`src/rtl/paddle_pos_ctrl.sv`:
```
// Paddle vertical position controller: button sync/debounce, per-frame
// direction/acceleration FSM and clamped position update during vblank.
module paddle_pos_ctrl #(
    parameter logic [9:0]  SCREEN_HEIGHT   = 10'd480,
    parameter logic [9:0]  PADDLE_HEIGHT   = 10'd48,
    parameter logic [9:0]  Y_INIT          = 10'd216,
    parameter logic [9:0]  STEP            = 10'd4,
    parameter logic [9:0]  FAST_STEP       = 10'd8,
    parameter logic [7:0]  ACCEL_FRAMES    = 8'd16,
    parameter logic [3:0]  DEBOUNCE_FRAMES = 4'd2,
    parameter logic [10:0] V_TICK          = 11'd480
) (
    input  logic        clk,
    input  logic        reset,
    input  logic [10:0] hcount,
    input  logic [10:0] vcount,
    input  logic        btn_up,
    input  logic        btn_down,
    input  logic        enable,
    input  logic        recenter,
    output logic [31:0] y_pos,
    output logic        frame_tick,
    output logic        at_top,
    output logic        at_bottom
);

    localparam logic [9:0] YMAX = SCREEN_HEIGHT - PADDLE_HEIGHT;

    localparam logic [1:0] ST_IDLE = 2'd0;
    localparam logic [1:0] ST_UP   = 2'd1;
    localparam logic [1:0] ST_DOWN = 2'd2;

    logic       up_meta_r;
    logic       up_sync_r;
    logic       dn_meta_r;
    logic       dn_sync_r;
    logic       frame_tick_r;
    logic [3:0] up_cnt_r;
    logic [3:0] dn_cnt_r;
    logic       up_flag_r;
    logic       dn_flag_r;
    logic [1:0] state_r;
    logic [7:0] hold_cnt_r;
    logic [9:0] y_r;

    logic [3:0] up_cnt_nxt_s;
    logic [3:0] dn_cnt_nxt_s;
    logic [1:0] dir_next_s;
    logic [9:0] step_s;
    logic [1:0] state_nxt_s;
    logic [7:0] hold_nxt_s;
    logic [9:0] y_nxt_s;

    function automatic logic [3:0] deb_next(input logic lvl, input logic [3:0] cnt);
        if (!lvl) begin
            return 4'd0;
        end else if (cnt >= DEBOUNCE_FRAMES) begin
            return DEBOUNCE_FRAMES;
        end else begin
            return cnt + 4'd1;
        end
    endfunction

    // Clamped move: up saturates at row 0, down saturates at YMAX.
    function automatic logic [9:0] move_y(input logic [9:0] y, input logic [1:0] dir,
                                          input logic [9:0] step);
        logic [10:0] sum;
        sum = {1'b0, y} + {1'b0, step};
        case (dir)
            ST_UP:   return (y < step) ? 10'd0 : (y - step);
            ST_DOWN: return (sum > {1'b0, YMAX}) ? YMAX : sum[9:0];
            default: return y;
        endcase
    endfunction

    // Two-flop synchronizers for the asynchronous pushbuttons.
    always_ff @(posedge clk or posedge reset) begin
        if (reset) begin
            up_meta_r <= 1'b0;
            up_sync_r <= 1'b0;
            dn_meta_r <= 1'b0;
            dn_sync_r <= 1'b0;
        end else begin
            up_meta_r <= btn_up;
            up_sync_r <= up_meta_r;
            dn_meta_r <= btn_down;
            dn_sync_r <= dn_meta_r;
        end
    end

    // Frame tick, one cycle after the raster reaches column 0 of V_TICK.
    always_ff @(posedge clk or posedge reset) begin
        if (reset) begin
            frame_tick_r <= 1'b0;
        end else begin
            frame_tick_r <= (hcount == 11'd0) && (vcount == V_TICK);
        end
    end

    assign up_cnt_nxt_s = deb_next(up_sync_r, up_cnt_r);
    assign dn_cnt_nxt_s = deb_next(dn_sync_r, dn_cnt_r);

    // Debounce counters and qualified flags, advanced once per frame.
    always_ff @(posedge clk or posedge reset) begin
        if (reset) begin
            up_cnt_r  <= 4'd0;
            dn_cnt_r  <= 4'd0;
            up_flag_r <= 1'b0;
            dn_flag_r <= 1'b0;
        end else if (frame_tick_r) begin
            up_cnt_r  <= up_cnt_nxt_s;
            dn_cnt_r  <= dn_cnt_nxt_s;
            up_flag_r <= (up_cnt_nxt_s == DEBOUNCE_FRAMES);
            dn_flag_r <= (dn_cnt_nxt_s == DEBOUNCE_FRAMES);
        end else begin
            up_cnt_r  <= up_cnt_r;
            dn_cnt_r  <= dn_cnt_r;
            up_flag_r <= up_flag_r;
            dn_flag_r <= dn_flag_r;
        end
    end

    // Requested direction from the flags as they stood before this edge.
    always_comb begin
        case ({up_flag_r, dn_flag_r})
            2'b10:   dir_next_s = ST_UP;
            2'b01:   dir_next_s = ST_DOWN;
            default: dir_next_s = ST_IDLE;
        endcase
    end

    // Next state, hold count and position; recenter beats a coincident tick.
    always_comb begin
        state_nxt_s = state_r;
        hold_nxt_s  = hold_cnt_r;
        y_nxt_s     = y_r;
        step_s      = STEP;
        if (recenter) begin
            state_nxt_s = ST_IDLE;
            hold_nxt_s  = 8'd0;
            y_nxt_s     = Y_INIT;
        end else if (frame_tick_r) begin
            if (!enable || (dir_next_s == ST_IDLE)) begin
                state_nxt_s = ST_IDLE;
                hold_nxt_s  = 8'd0;
            end else if (dir_next_s == state_r) begin
                step_s      = (hold_cnt_r >= ACCEL_FRAMES) ? FAST_STEP : STEP;
                hold_nxt_s  = (hold_cnt_r == 8'd255) ? 8'd255 : (hold_cnt_r + 8'd1);
                y_nxt_s     = move_y(y_r, dir_next_s, step_s);
            end else begin
                step_s      = STEP;
                state_nxt_s = dir_next_s;
                hold_nxt_s  = 8'd0;
                y_nxt_s     = move_y(y_r, dir_next_s, step_s);
            end
        end else begin
            state_nxt_s = state_r;
            hold_nxt_s  = hold_cnt_r;
            y_nxt_s     = y_r;
        end
    end

    // Movement state registers.
    always_ff @(posedge clk or posedge reset) begin
        if (reset) begin
            state_r    <= ST_IDLE;
            hold_cnt_r <= 8'd0;
            y_r        <= Y_INIT;
        end else begin
            state_r    <= state_nxt_s;
            hold_cnt_r <= hold_nxt_s;
            y_r        <= y_nxt_s;
        end
    end

    assign y_pos      = {22'd0, y_r};
    assign frame_tick = frame_tick_r;
    assign at_top     = (y_r == 10'd0);
    assign at_bottom  = (y_r == YMAX);

endmodule

```
`config.mk`:
```
export PLATFORM = sky130hd
export DESIGN_NAME = paddle_pos_ctrl
export DESIGN_NICKNAME = d
export VERILOG_FILES = /design/src/rtl/paddle_pos_ctrl.sv
export SDC_FILE = /design/constraint.sdc
export NUM_CORES = 1
export LEC_CHECK = 0
export ABC_AREA = 1
export ABC_CLOCK_PERIOD_IN_PS = 4800
export CAP_MARGIN = 25
export CORE_MARGIN = 5
export CORE_UTILIZATION = 34
export DETAILED_ROUTE_END_ITERATION = 10
export PLACE_DENSITY = 0.63
export SYNTH_ARGS = -nofsm -noshare
export SYNTH_HDL_FRONTEND = slang
export SYNTH_SLANG_ARGS = --single-unit
```
`constraint.sdc`:
```
create_clock -name clk -period 4.8 [get_ports clk]
set_input_delay 0.96 -clock clk [delete_from_list [all_inputs] [get_ports clk]]
set_output_delay 0.96 -clock clk [all_outputs]
set_load 0.02 [all_outputs]
```
==> results.md <==
- Initial antenna violation count: 0
- # port buffers: 38
- Min Clock Period, post-route: 3244 ps
- Starting density of the core: between 30% and 40%
- Nets: 491
- DR pass1 iterations: 6
- Area of the multi-input gates: 1752 µm²
- CTS root buf: clkbuf_8
- Seq/Total Area, Yosys: 27.85%
- P_sw: 130.7 µW
- Min-delay worst type: reg2reg
- CP peak stage delay: 840 ps
- RSZ-0062 raised after global routing: no
- Final slew viol count: 0
- Cell Pwr Density: 160.7 nW/µm²
- Cell with the most instances after synthesis: nand2_1
- Largest cells by area after synthesis: dfrtp_1 24%, nand2_1 12%, buf_4 6.8%
- Count of cell types in the netlist: 45
- P_leak: 0.001556 µW
- Reg-to-reg slack, setup: 1950 ps
- Vias in the first global route: 2654
- Post-synth ARST share: 100.0%
- Hold_buf cts: 0
- Post-CTS Setup Bufs: 0
- Die width: about 100 µm
- Clk_lat worst skew: 290 ps
- Yosys reg bits: 33
- First DRT Iteration DRCs: 85
- Post-synthesis cell count: 410
- P_int: 418.3 µW
- Critical path class: reg2out
- Routed via count: 2654
- DP HPWL: 5657 µm
- Die Y: 103.7 µm
- Hold_ws: between 300 and 400 ps
- Area growth syn-to-layout: 14.56%
- Clk slew on worst S/H paths: ~70 ps
- Slew headroom: about half
- Share of cells above drive strength 1: 11.63%
- Post-Layout Inst Area: 3417 µm²
- Post-synth top area share: roughly 24%
- Worst EP arrival: 2280 ps
- Part of the power in combinational logic: 9.5%
- Antenna Nets Post-Route: 0
- Total routed wirelength: 7155 µm
- # setup viols final: 0
- Final hold viol count: 0
- Total GRT Usage: 13.09%
- Clock buffer depth: 2
- Most used DFF post-synth: dfrtp_1
- Core region area: 8636 µm²
- WL/cell: 12.89 µm
- Ys Warns: 0
- First-pass GRT wire length: 11950 µm
- Slew @ Worst Pin: 740.1 ps
- # IOs: 63
- CTS resizes: 0
- H-tree lvl count: 2
- Die ar.: 10750 µm²
- Peak fanout along the critical path: 17
- Data required, critical path: roughly 3800 ps
- Post-Syn Area: about 3000 µm²
- Total grt overflow: 0
- Post-Syn Area per Cell: ~7.3 µm²
- Setup tns final: 0 ps
- Total power: ~550 µW
- Synth top cells by count: 95 x nand2_1, 51 x inv_1, 31 x nor2_1
- CP max stage cell: dfstp_2
- CP Capture Type: output port
- CTS tree: done
- CTS Buf Count: 5
- Row cnt: 34
- F_max: 0.3083 GHz
- Clock Skew: between 9 and 10 ps
- Max rail drop VDD: 0.0001555 V
- Tcrit/Tclk final: 67.58%
- Final Wtd Congestion: around 0.89
- Sequential share of power: between 50% and 60%
- EDFF count, synth: 0
- Status: finished, final reports clean
- N_diodes: 0
- Drt via density: 4.782
- Post-route DRC: 0
- Register area: 830.8 µm²
- Pin count of the biggest net entering global routing: 30
- Nature of the critical path startpoint: register
- Max cap viols: 0
- DP Area: around 3300 µm²
- Cell-by-cell trace of the critical path: inv_1 -> nor4_1 -> clkdlybuf4s50_1
- Cell taking the most area after synthesis: dfrtp_1
- Net Sw Frac: a little under a quarter
- Fill cell count: ~920
- Clk pwr share: 39.4%
- Clk sink count: 33
## final timing paths
path	startpoint	endpoint	cells after the start
max in group asynchronous	reset	y_r[4]	3
min in group asynchronous	reset	dn_cnt_r[1]	2
max reg2reg	hold_cnt_r[6]	y_r[5]	15
max	y_r[4]	at_bottom	3
min	dn_meta_r	dn_sync_r	0
min reg2reg	dn_meta_r	dn_sync_r	0
## cell usage in the layout (no fill, tap or decap), types with 3 or more instances in the layout
cell type and count:
nand2_1 95, inv_1 51, clkdlybuf4s50_1 38, nor2_1 31
nand3_1 29, dfrtp_1 29, o21ai_0 24, conb_1 24
ha_1 15, xor2_1 13, o21ai_1 9, nand2_2 8
inv_2 7, nand3_2 7, a21oi_1 7, nor4_1 7
clkbuf_8 6, nor2_4 5, nor2_2 5, nand4_1 4
dfstp_2 4, nor3_1 3
## worst max-delay path: cells and delay by family, from the launching register on
| kind | cells | cell delay, ps |
|---|---|---|
| buffers and inverters | 2 | 860 |
| DFF | 1 | 840 |
| and+or+nand+nor | 1 | 300 |
## sequential cells by signal, indices dropped and copies added, names as in the netlist, 2 cells and up
register and count:
hold_cnt_r 8, y_r 8, up_cnt_r 4, state_r 2, dn_cnt_r 4
## layer usage
layer	vias up	GRT usage, %	part of all wire, %
li1	1335	-	-
met1	1199	15.79	42
met2	99	22.45	48
met3	21	2.363	6.7
met4	0	6.105	3.3
met5	-	0	0
## cell type report
| cell class | instances | area share (%) |
|---|---|---|
| clock buffer | 8 | 2.636 |
| inverter | 59 | 6.481 |
| multi-input combinational | 308 | 51.26 |
| sequential | 33 | 24.31 |
| tap | 108 | 3.955 |
| timing repair buffer | 39 | 11.35 |
## cell families (layout without fill, tap and decap cells)
family                   after synthesis  in the layout  synth area share, %
AND/OR/NAND/NOR                      203            203                33.81
other                                  1             24               0.1257
flip-flops                            33             33                27.85
XOR/XNOR                              15             15                4.656
buffers and inverters                 92            106                16.32
adder cells (fa/ha/maj)               17             17                7.634
AO/OA/AOI/OAI                         49             49                9.607
## per-stage QoR
step / std cells / utilization (%) / setup slack (ps)
after detailed placement: 547 / 38.53 / 1884
after CTS: 555 / 39.57 / 1569
after floorplan: 433 / - / 2259
after global placement: 547 / 38.53 / 1926
final: 555 / 39.57 / 1556
after global routing: 555 / 39.57 / 1420
## power groups by stage
| stage | sequential [µW] | clock (µW) | combinational (µW) |
|---|---|---|---|
| floorplan | 285 | 0 | 40.6 |
| global placement | 286 | 0 | 51.6 |
| detailed placement | 286 | 0 | 52.1 |
| CTS | 280 | 225 | 52.2 |
| global route | 280 | 234 | 56.2 |
| finish | 281 | 217 | 51.9 |
Note: power is estimated with default switching activity, not from simulation.
